--- config.mk ---
export PLATFORM = sky130hd
export DESIGN_NAME = lcd_text_scheduler
export DESIGN_NICKNAME = d
export VERILOG_FILES = /design/src/rtl/lcd_sched_pkg.sv /design/src/rtl/lcd_sched_prio_enc.sv /design/src/rtl/lcd_text_scheduler.sv
export SDC_FILE = /design/constraint.sdc
export NUM_CORES = 1
export LEC_CHECK = 0
export CORE_AREA = 5 5 408 410
export CTS_CLUSTER_SIZE = 25
export DETAILED_ROUTE_END_ITERATION = 10
export DIE_AREA = 0 0 413 415
export GPL_TIMING_DRIVEN = 0
export PLACE_DENSITY = 0.41
export REMOVE_ABC_BUFFERS = 1
export SLEW_MARGIN = 30
export SYNTH_ARGS = -nofsm -noshare
export SYNTH_HDL_FRONTEND = slang
export SYNTH_SLANG_ARGS = --single-unit
--- constraint.sdc ---
create_clock -name clk_100hz -period 3 [get_ports clk_100hz]
set_input_delay 0.6 -clock clk_100hz [delete_from_list [all_inputs] [get_ports clk_100hz]]
set_output_delay 0.6 -clock clk_100hz [all_outputs]
set_load 0.01 [all_outputs]
--- src/rtl/lcd_sched_pkg.sv ---
`default_nettype none
// ============================================================================
// Module      : lcd_sched_pkg
// Description : Shared types and constants for the LCD text scheduler:
//               FSM state encoding, owner code for "no owner", blank line,
//               timing defaults and the cursor clamp helper.
// Revision    : 1.0 - initial release
// ============================================================================
package lcd_sched_pkg;

    // Default cycle counts (clk_100hz cycles)
    localparam int MIN_GAP_DEF    = 45;
    localparam int HOLD_TICKS_DEF = 200;

    // Owner code meaning "nobody owns the display"
    localparam logic [1:0] OWNER_NONE = 2'd3;

    // Sixteen ASCII spaces: one blank LCD line
    localparam logic [127:0] SPACE_LINE = {16{8'h20}};

    typedef enum logic [1:0] {
        ST_IDLE   = 2'd0,
        ST_SNAP   = 2'd1,
        ST_STROBE = 2'd2,
        ST_GAP    = 2'd3
    } state_t;

    // Only the visible columns of the two lines (0x00-0x0F, 0x40-0x4F) are
    // legal cursor positions; anything else parks the cursor at home.
    function automatic logic [6:0] clamp_cursor(input logic [6:0] cur);
        if ((cur[6:4] == 3'b000) || (cur[6:4] == 3'b100)) begin
            return cur;
        end
        return 7'h00;
    endfunction

endpackage
`default_nettype wire

--- src/rtl/lcd_sched_prio_enc.sv ---
`default_nettype none
// ============================================================================
// Module      : lcd_sched_prio_enc
// Description : Combinational winner selection. Alert (2) beats admin (1)
//               beats vending UI (0); an active alert lock keeps source 2 as
//               the winner while it owns the display.
// Revision    : 1.0 - initial release
// ============================================================================
module lcd_sched_prio_enc
    import lcd_sched_pkg::*;
(
    input  logic [2:0] i_req,
    input  logic [1:0] i_owner,
    input  logic       i_alert_lock,
    output logic [1:0] o_winner
);

    // Fixed-priority pick, overridden by the alert lock
    always_comb begin
        o_winner = OWNER_NONE;
        if (i_alert_lock && (i_owner == 2'd2)) begin
            o_winner = 2'd2;
        end else if (i_req[2]) begin
            o_winner = 2'd2;
        end else if (i_req[1]) begin
            o_winner = 2'd1;
        end else if (i_req[0]) begin
            o_winner = 2'd0;
        end
    end

endmodule
`default_nettype wire

--- src/rtl/lcd_text_scheduler.sv ---
`default_nettype none
// ============================================================================
// Module      : lcd_text_scheduler
// Description : Arbitrates three text sources onto a two-line LCD. On an
//               ownership change or a content update from the owner, the
//               winner's text and cursor are snapshotted, a one-cycle
//               rewrite strobe is issued, and a redraw gap is enforced.
//               Optional build macro LCD_SCHED_ALERT_HOLD_EN: once the
//               alert source owns the display it keeps it for at least
//               HOLD_TICKS cycles.
// Revision    : 1.0 - initial release
// ============================================================================
module lcd_text_scheduler
    import lcd_sched_pkg::*;
#(
    parameter int MIN_GAP    = MIN_GAP_DEF,
    parameter int HOLD_TICKS = HOLD_TICKS_DEF
) (
    input  logic         clk_100hz,
    input  logic         rst,
    input  logic [2:0]   req,
    input  logic [2:0]   upd,
    input  logic [767:0] src_text,
    input  logic [20:0]  src_cursor,
    output logic [127:0] line1_text,
    output logic [127:0] line2_text,
    output logic [6:0]   ddram_address,
    output logic         rewrite,
    output logic [1:0]   owner,
    output logic [2:0]   ack
);

    localparam int             GAP_W    = (MIN_GAP > 1) ? $clog2(MIN_GAP) : 1;
    localparam logic [GAP_W-1:0] GAP_LAST = GAP_W'(MIN_GAP - 1);

    state_t         r_state;
    state_t         w_state_nxt;
    logic [GAP_W-1:0] r_gap_cnt;
    logic [2:0]     r_pend;
    logic [127:0]   r_line1;
    logic [127:0]   r_line2;
    logic [6:0]     r_addr;
    logic           r_rewrite;
    logic [1:0]     r_owner;
    logic [2:0]     r_ack;

    logic [1:0]     w_winner;
    logic           w_alert_lock;
    logic [3:0]     w_pend_ext;
    logic           w_trigger;
    logic           w_snap;
    logic           w_strobe;
    logic [127:0]   w_sel_line1;
    logic [127:0]   w_sel_line2;
    logic [6:0]     w_sel_cursor;
    logic [2:0]     w_sel_ack;

    lcd_sched_prio_enc u_prio_enc (
        .i_req        (req),
        .i_owner      (r_owner),
        .i_alert_lock (w_alert_lock),
        .o_winner     (w_winner)
    );

`ifdef LCD_SCHED_ALERT_HOLD_EN
    localparam int               HOLD_W   = $clog2(HOLD_TICKS + 1);
    localparam logic [HOLD_W-1:0] HOLD_MAX = HOLD_W'(HOLD_TICKS);

    logic [HOLD_W-1:0] r_hold_cnt;

    // Alert ownership age, restarted by every snapshot, saturating
    always_ff @(posedge clk_100hz or negedge rst) begin
        if (!rst) begin
            r_hold_cnt <= '0;
        end else if (w_snap) begin
            r_hold_cnt <= '0;
        end else if ((r_owner == 2'd2) && (r_hold_cnt != HOLD_MAX)) begin
            r_hold_cnt <= r_hold_cnt + 1'b1;
        end
    end

    assign w_alert_lock = (r_owner == 2'd2) && (r_hold_cnt < HOLD_MAX);
`else
    assign w_alert_lock = 1'b0;
`endif

    // A spare zero bit lets the "no owner" code index the pending vector
    assign w_pend_ext = {1'b0, r_pend};
    assign w_trigger  = (w_winner != r_owner) || w_pend_ext[r_owner];

    // Source mux: text, clamped cursor and ack bit of the current winner
    always_comb begin
        w_sel_line1  = SPACE_LINE;
        w_sel_line2  = SPACE_LINE;
        w_sel_cursor = 7'h00;
        w_sel_ack    = 3'b000;
        case (w_winner)
            2'd0: begin
                w_sel_line1  = src_text[255:128];
                w_sel_line2  = src_text[127:0];
                w_sel_cursor = clamp_cursor(src_cursor[6:0]);
                w_sel_ack    = 3'b001;
            end
            2'd1: begin
                w_sel_line1  = src_text[511:384];
                w_sel_line2  = src_text[383:256];
                w_sel_cursor = clamp_cursor(src_cursor[13:7]);
                w_sel_ack    = 3'b010;
            end
            2'd2: begin
                w_sel_line1  = src_text[767:640];
                w_sel_line2  = src_text[639:512];
                w_sel_cursor = clamp_cursor(src_cursor[20:14]);
                w_sel_ack    = 3'b100;
            end
            default: begin
            end
        endcase
    end

    // FSM state register
    always_ff @(posedge clk_100hz or negedge rst) begin
        if (!rst) begin
            r_state <= ST_IDLE;
        end else begin
            r_state <= w_state_nxt;
        end
    end

    // FSM next-state and per-state action strobes
    always_comb begin
        w_state_nxt = r_state;
        w_snap      = 1'b0;
        w_strobe    = 1'b0;
        case (r_state)
            ST_IDLE: begin
                if (w_trigger) begin
                    w_state_nxt = ST_SNAP;
                end
            end
            ST_SNAP: begin
                w_snap      = 1'b1;
                w_state_nxt = ST_STROBE;
            end
            ST_STROBE: begin
                w_strobe    = 1'b1;
                w_state_nxt = ST_GAP;
            end
            ST_GAP: begin
                if (r_gap_cnt == GAP_LAST) begin
                    w_state_nxt = ST_IDLE;
                end
            end
            default: begin
                w_state_nxt = ST_IDLE;
            end
        endcase
    end

    // Registered outputs, pending flags and redraw-gap counter
    always_ff @(posedge clk_100hz or negedge rst) begin
        if (!rst) begin
            r_gap_cnt <= '0;
            r_pend    <= 3'b000;
            r_line1   <= SPACE_LINE;
            r_line2   <= SPACE_LINE;
            r_addr    <= 7'h00;
            r_rewrite <= 1'b0;
            r_owner   <= OWNER_NONE;
            r_ack     <= 3'b000;
        end else begin
            r_rewrite <= w_strobe;
            r_ack     <= 3'b000;
            // A capture clears its pend bit even if upd arrives on that edge,
            // so one change never produces two snapshots.
            r_pend    <= (r_pend | upd) & ~(w_snap ? w_sel_ack : 3'b000);
            if ((r_state == ST_GAP) && (r_gap_cnt != GAP_LAST)) begin
                r_gap_cnt <= r_gap_cnt + 1'b1;
            end else begin
                r_gap_cnt <= '0;
            end
            if (w_snap) begin
                r_line1 <= w_sel_line1;
                r_line2 <= w_sel_line2;
                r_addr  <= w_sel_cursor;
                r_owner <= w_winner;
                r_ack   <= w_sel_ack;
            end
        end
    end

    assign line1_text    = r_line1;
    assign line2_text    = r_line2;
    assign ddram_address = r_addr;
    assign rewrite       = r_rewrite;
    assign owner         = r_owner;
    assign ack           = r_ack;

endmodule
`default_nettype wire

; Word level (Yosys, flattened, before mapping)
; Index checks and enable logic that the tools add are counted.
[totals]
elab_cells = 66
reg_bits = 280
output_inout_bits = 269
in_bits = 797
[classes]
addsub = 1
n_eq_ne = 13
reduce_logical = 11
mux = 28
n_bitwise = 3
order_cmp = 1
[op_table]
columns = op, n
row1 = $pmux 128 s3, 2
row2 = $mux 7, 6
row3 = $pmux 7 s3, 1
row4 = $mux 2, 5
row5 = $eq 3x3->1 const B, 3
row6 = $logic_not 3->1, 3
row7 = $mux 1, 9
row8 = $pmux 3 s3, 1
row9 = $pmux 2 s4, 1
row10 = $add 6x1->6 const B, 1
row11 = $eq 2x2->1 const B, 3
row12 = $eq 6x6->1 const B, 1
row13 = $mux 6, 1
row14 = $ne 6x6->1 const B, 1
row15 = $eq 2x1->1 const B, 2
row16 = $logic_not 2->1, 2
row17 = $logic_or 1x1->1, 4
row18 = $ne 2x2->1 const B, 2
row19 = $and 3x3->3, 1
row20 = $lt 2x3->1 const B, 1
row21 = $mux 3, 1
row22 = $not 3->3, 1
row23 = $or 3x3->3, 1
row24 = $bmux 1 s2, 1
row25 = 3 further kinds, 3

; Logic depth before layout (Yosys ltp)
[logic_depth]
depth_word = 8
ltp_mapped = 8
depth_no_buf = 6

; By module
; From an unflattened synthesis, not the netlist that was laid out.
[hier_totals]
cells_unflattened = 1760
hier_area_um2 = 15431.0
[modules_own_cells]
columns = mod, seq_area_each_um2, cells_each, area_each_um2, instances
row1 = lcd_text_scheduler, 7049.3, 1755, 15401.0, 1
row2 = lcd_sched_prio_enc, 0.0, 5, 30.0, 1

; Worst setup path after synthesis
; No wires, ideal clock.
[synth_timing]
path_type = input port to flip-flop
start = input req[0]
end = register r_state[1]
path_slack_ps = 1210
setup_time_ps = 125
arrival_ps = 1665
required_time_ps = 2875
path_stages = 5
path_buffers = 1
path_cell_list = buf_4 -> and2b_2 -> o221ai_1 -> o31ai_2 -> mux2_2
[synth_between]
elab_chain_len = 7
[synth_lines]
columns = element, line_no
row1 = start: declaration, lcd_text_scheduler.sv:21  ; input logic [2:0] req,
row2 = $mux 2, lcd_sched_prio_enc.sv:27  ; end else if (i_req[0]) begin
row3 = $mux 2, lcd_sched_prio_enc.sv:25  ; end else if (i_req[1]) begin
row4 = $mux 2, lcd_sched_prio_enc.sv:23  ; end else if (i_req[2]) begin
row5 = $ne 2x2->1, lcd_text_scheduler.sv:89  ; assign w_trigger = (w_winner != r_owner) || w_pend_ext[r_owner];
row6 = $logic_or 1x1->1, lcd_text_scheduler.sv:89
row7 = $ne 2x2->1 (no line), n/a
row8 = $reduce_and 2->1 (no line), n/a
row9 = end signal: assignment, lcd_text_scheduler.sv:126  ; r_state <= w_state_nxt;
row10 = end: declaration, lcd_text_scheduler.sv:36  ; state_t r_state;
; Every way passes these cells.
; A chain may end at the register's enable or synchronous reset.

; Final worst setup path
[layout_timing]
start = input req[2]
end = register r_line1[107], in the netlist line1_text[107]
[layout_between]
elab_chain_len = 3
elab_cells_between_ends = 5
cone_classes = eq/ne (2) / mux (2) / reduce/logical (1)
[layout_lines]
columns = element, line_no
row1 = $mux 2 (*), lcd_sched_prio_enc.sv:23
row2 = $eq 2x2->1 (tied with other cells), lcd_text_scheduler.sv:97  ; case (w_winner)
row3 = $pmux 128 s3 (*), lcd_text_scheduler.sv:97
row4 = end signal: assignment, lcd_text_scheduler.sv:183  ; r_line1 <= w_sel_line1;
row5 = end: declaration, lcd_text_scheduler.sv:40  ; logic [127:0] r_line1;
; Every way passes the cells marked *; elsewhere a longest branch is shown, timed or not.

==> impl_metrics.env <==
export IMPL_status="finished clean"
export IMPL_ant_nets=0
export IMPL_synth_cells=2091
export IMPL_rsz0062_at_grt="false"
export IMPL_peakVddDrop_v=0.000291
export IMPL_wl_mm=130
export IMPL_initial_utilization=0.102
export IMPL_synth_seq_cells=280
export IMPL_routed_top_layer="met5"
export IMPL_maxCapViolations=0
export IMPL_leakage_nw=11.7
export IMPL_core_sq_um=162000
export IMPL_placed_cells=5178
export IMPL_grt_pass1_vias=19800
export IMPL_p_total_mw=13.7
export IMPL_tritoncts="yes"
export IMPL_dr_pass1_iters=7
export IMPL_ios=1066
export IMPL_wl_met3_mm=11.5
export IMPL_yosysSeqAreaShare=0.426
export IMPL_r2r_cells=8
export IMPL_hold_class="flip-flop to flip-flop"
export IMPL_cp_slowest_stage_delay_ns=0.65
export IMPL_clock_skew_ns=0.0289
export IMPL_numCtsBuffers=43
export IMPL_synthFlopType="dfrtp_1"
export IMPL_syn_area_sq_um=16600
export IMPL_grt_pass1_wl_mm=173
export IMPL_drc_errors=0
export IMPL_num_vias=19800
export IMPL_io_buffers=1065
export IMPL_reg2reg_to="line1_text[29]"
export IMPL_ys_types=37
export IMPL_layout_drive_gt1_share=0.0519
export IMPL_place_area_sq_um=29900
export IMPL_async_flop_share=1.00
export IMPL_area_growth_syn_to_layout_pct=89.5
export IMPL_layout_setup_ws_ns=0.188
export IMPL_critical_path_slowest_cell="o31ai_4"
export IMPL_max_freq_mhz=356
export IMPL_p_per_area_nw_per_um2=436
export IMPL_wl_met1_mm=53.5
export IMPL_yosys_top_cells_area="dfrtp_1 (37%), a21oi_1 (14%), nand3b_1 (11%)"
export IMPL_crit_type="input port to flip-flop"
export IMPL_fp_dieW_um=413
export IMPL_wl_per_cell_um=24.7
export IMPL_dp_slack_ns=-0.461
export IMPL_period_share=0.937
export IMPL_hold_depth=2
export IMPL_cts_root_buffer="clkbuf_16"
export IMPL_r2r_start="r_state[1]"
export IMPL_stdcell_area_sq_um=31400
export IMPL_slew_violations=0
export IMPL_synth_top_area_frac=0.372
export IMPL_overflow=0
export IMPL_cts_buffer_depth=3
export IMPL_clk_pin_slew_ns=0.05
export IMPL_r2r_slack_ns=0.31
export IMPL_holdCritStartpoint="line1_text[53]"
export IMPL_relSlewSlack=0.484
export IMPL_grt_max_degree=132
export IMPL_num_nets_final=3854
export IMPL_drtIter0Drc=1134
export IMPL_cp_arrival_ns=3.24
export IMPL_cpMostUsedCell="buf_6"
export IMPL_cts_htree_levels=2
export IMPL_final_cells=5276
export IMPL_met2WireLength_mm=61.8
export IMPL_setup_viol_count_final=0
export IMPL_worst_skew_pair_late_latency_ns=0.60
export IMPL_synth_avg_cell_area_sq_um=7.92
export IMPL_row_count=148
export IMPL_start_kind="input port"
export IMPL_crit_chain="buf_8 -> buf_16 -> o31ai_4 -> buf_6 -> buf_8 -> buf_6 -> buf_6 -> buf_8 -> buf_6 -> buf_6 -> o22ai_1"
export IMPL_synth_edf_count=0
export IMPL_period_needed_ns=2.81
export IMPL_grt_use_total=0.145
export IMPL_crit_path_end_kind="flip-flop"
export IMPL_critPathRequiredTime_ns=3.43
export IMPL_die_y_um=415
export IMPL_routed_via_density=3.76
export IMPL_whs_ns=0.481
export IMPL_place_hpwl_mm=106
export IMPL_antenna_found_initial=119
export IMPL_fp_dieArea_sq_um=171000
export IMPL_routabilityCongestion=0.878
export IMPL_tightest_slew_ns=0.773
export IMPL_min_to="line1_text[53]"
export IMPL_hold_viol_final=0
export IMPL_yosysWarnings=0
export IMPL_cts_sinks=280
export IMPL_yosysTopAreaCell="dfrtp_1"
export IMPL_cp_max_fo=68
## layer usage
metal	up-vias	track usage
met5	-	0
met4	34	0.0302
met3	270	0.0512
met2	852	0.244
met1	9457	0.177
li1	9219	-
## placed cells by master (no fill, tap or decap), types with 3 or more instances in the layout
master           Yosys  layout
inv_1              237     237
clkbuf_16            0      45
diode_2              0      19
clkdlybuf4s50_1      0    1061
clkbuf_1            50      15
ha_1                 7       6
a222oi_1             5       5
nand3_1              3       3
nor2_1              78      78
a211oi_1            31      29
a221oi_1             3       3
dfstp_2             34      34
buf_8                0       8
o22ai_1            228     228
dfrtp_1            246     246
buf_12               0       5
clkinv_2             0       6
buf_6                0      22
a21oi_1            476     476
buf_16               0      18
clkbuf_8             0       7
nand2_1            258     258
nand3b_1           253     253
## sequential cells by signal, indices dropped and copies added, names as in the netlist
signal	cells
ack	3
ddram_address	7
line1_text	128
line2_text	128
owner	2
r_gap_cnt	6
r_pend	3
r_state	2
rewrite	1
## synth_stat cells, drive strengths merged (7+ instances only)
library cell	number
a211oi	31
a21oi	476
buf	151
clkbuf	50
dfrtp	246
dfstp	34
ha	7
inv	237
nand2	258
nand3b	253
nor2	78
o22ai	228
## power by group
group / switching [mW] / internal (mW) / total [mW]
Combinational: 1.77 / 2.20 / 3.98
Clock: 2.12 / 3.08 / 5.20
Sequential: 0.241 / 4.26 / 4.50
## logic make-up after synthesis
group | synth area share
AOI/OAI and AO/OA | 0.256
adders and majority gates | 0.00529
muxes | 0.00189
DFF | 0.426
xor gates and xnor gates | 0.00159
buffers and inverters | 0.111
and+or+nand+nor | 0.198
## worst max-delay path, delay by kind of cell
| kind | cells | cell delay, ns |
|---|---|---|
| buffers and inverters | 9 | 1.71 |
| AOI/OAI and AO/OA | 2 | 0.74 |
## cell type report
type | instances | area, sq um
multi-input cells | 1373 | 7690
flip-flops and latches | 280 | 7050
clock buffers | 67 | 1280
repair buffers | 1115 | 11600
diodes | 19 | 47.5
clock inverters | 10 | 105
fillers | 18200 | 131000
inverters | 237 | 890
well taps | 2175 | 2720
## stage by stage
step | utilization | TNS (ns)
3_5_place_dp | 0.185 | -10.32
2_1_floorplan | - | -2504.74
4_1_cts | 0.193 | 0
5_1_grt | 0.193 | 0
3_3_place_gp | 0.179 | -
6_report | 0.194 | 0
## what timing repair did
action,in CTS,in global routing
gates resized for setup,2,0
endpoints found under the setup margin,5,0
hold endpoints to repair,41,0
setup buffers,1,0
hold buffers,1,0
## worst max path at each step
stage | start | endpoint | slack [ns]
CTS | r_state[1] | line1_text[125] | 0.13
finish | req[2] | line1_text[107] | 0.19
global placement | req[2] | line2_text[21] | -53.41
global route | req[2] | line1_text[36] | 0.06
detailed placement | req[2] | ddram_address[6] | -0.46
floorplan | r_state[1] | line1_text[101] | -9.90
Note: power is estimated with default switching activity, not from simulation.
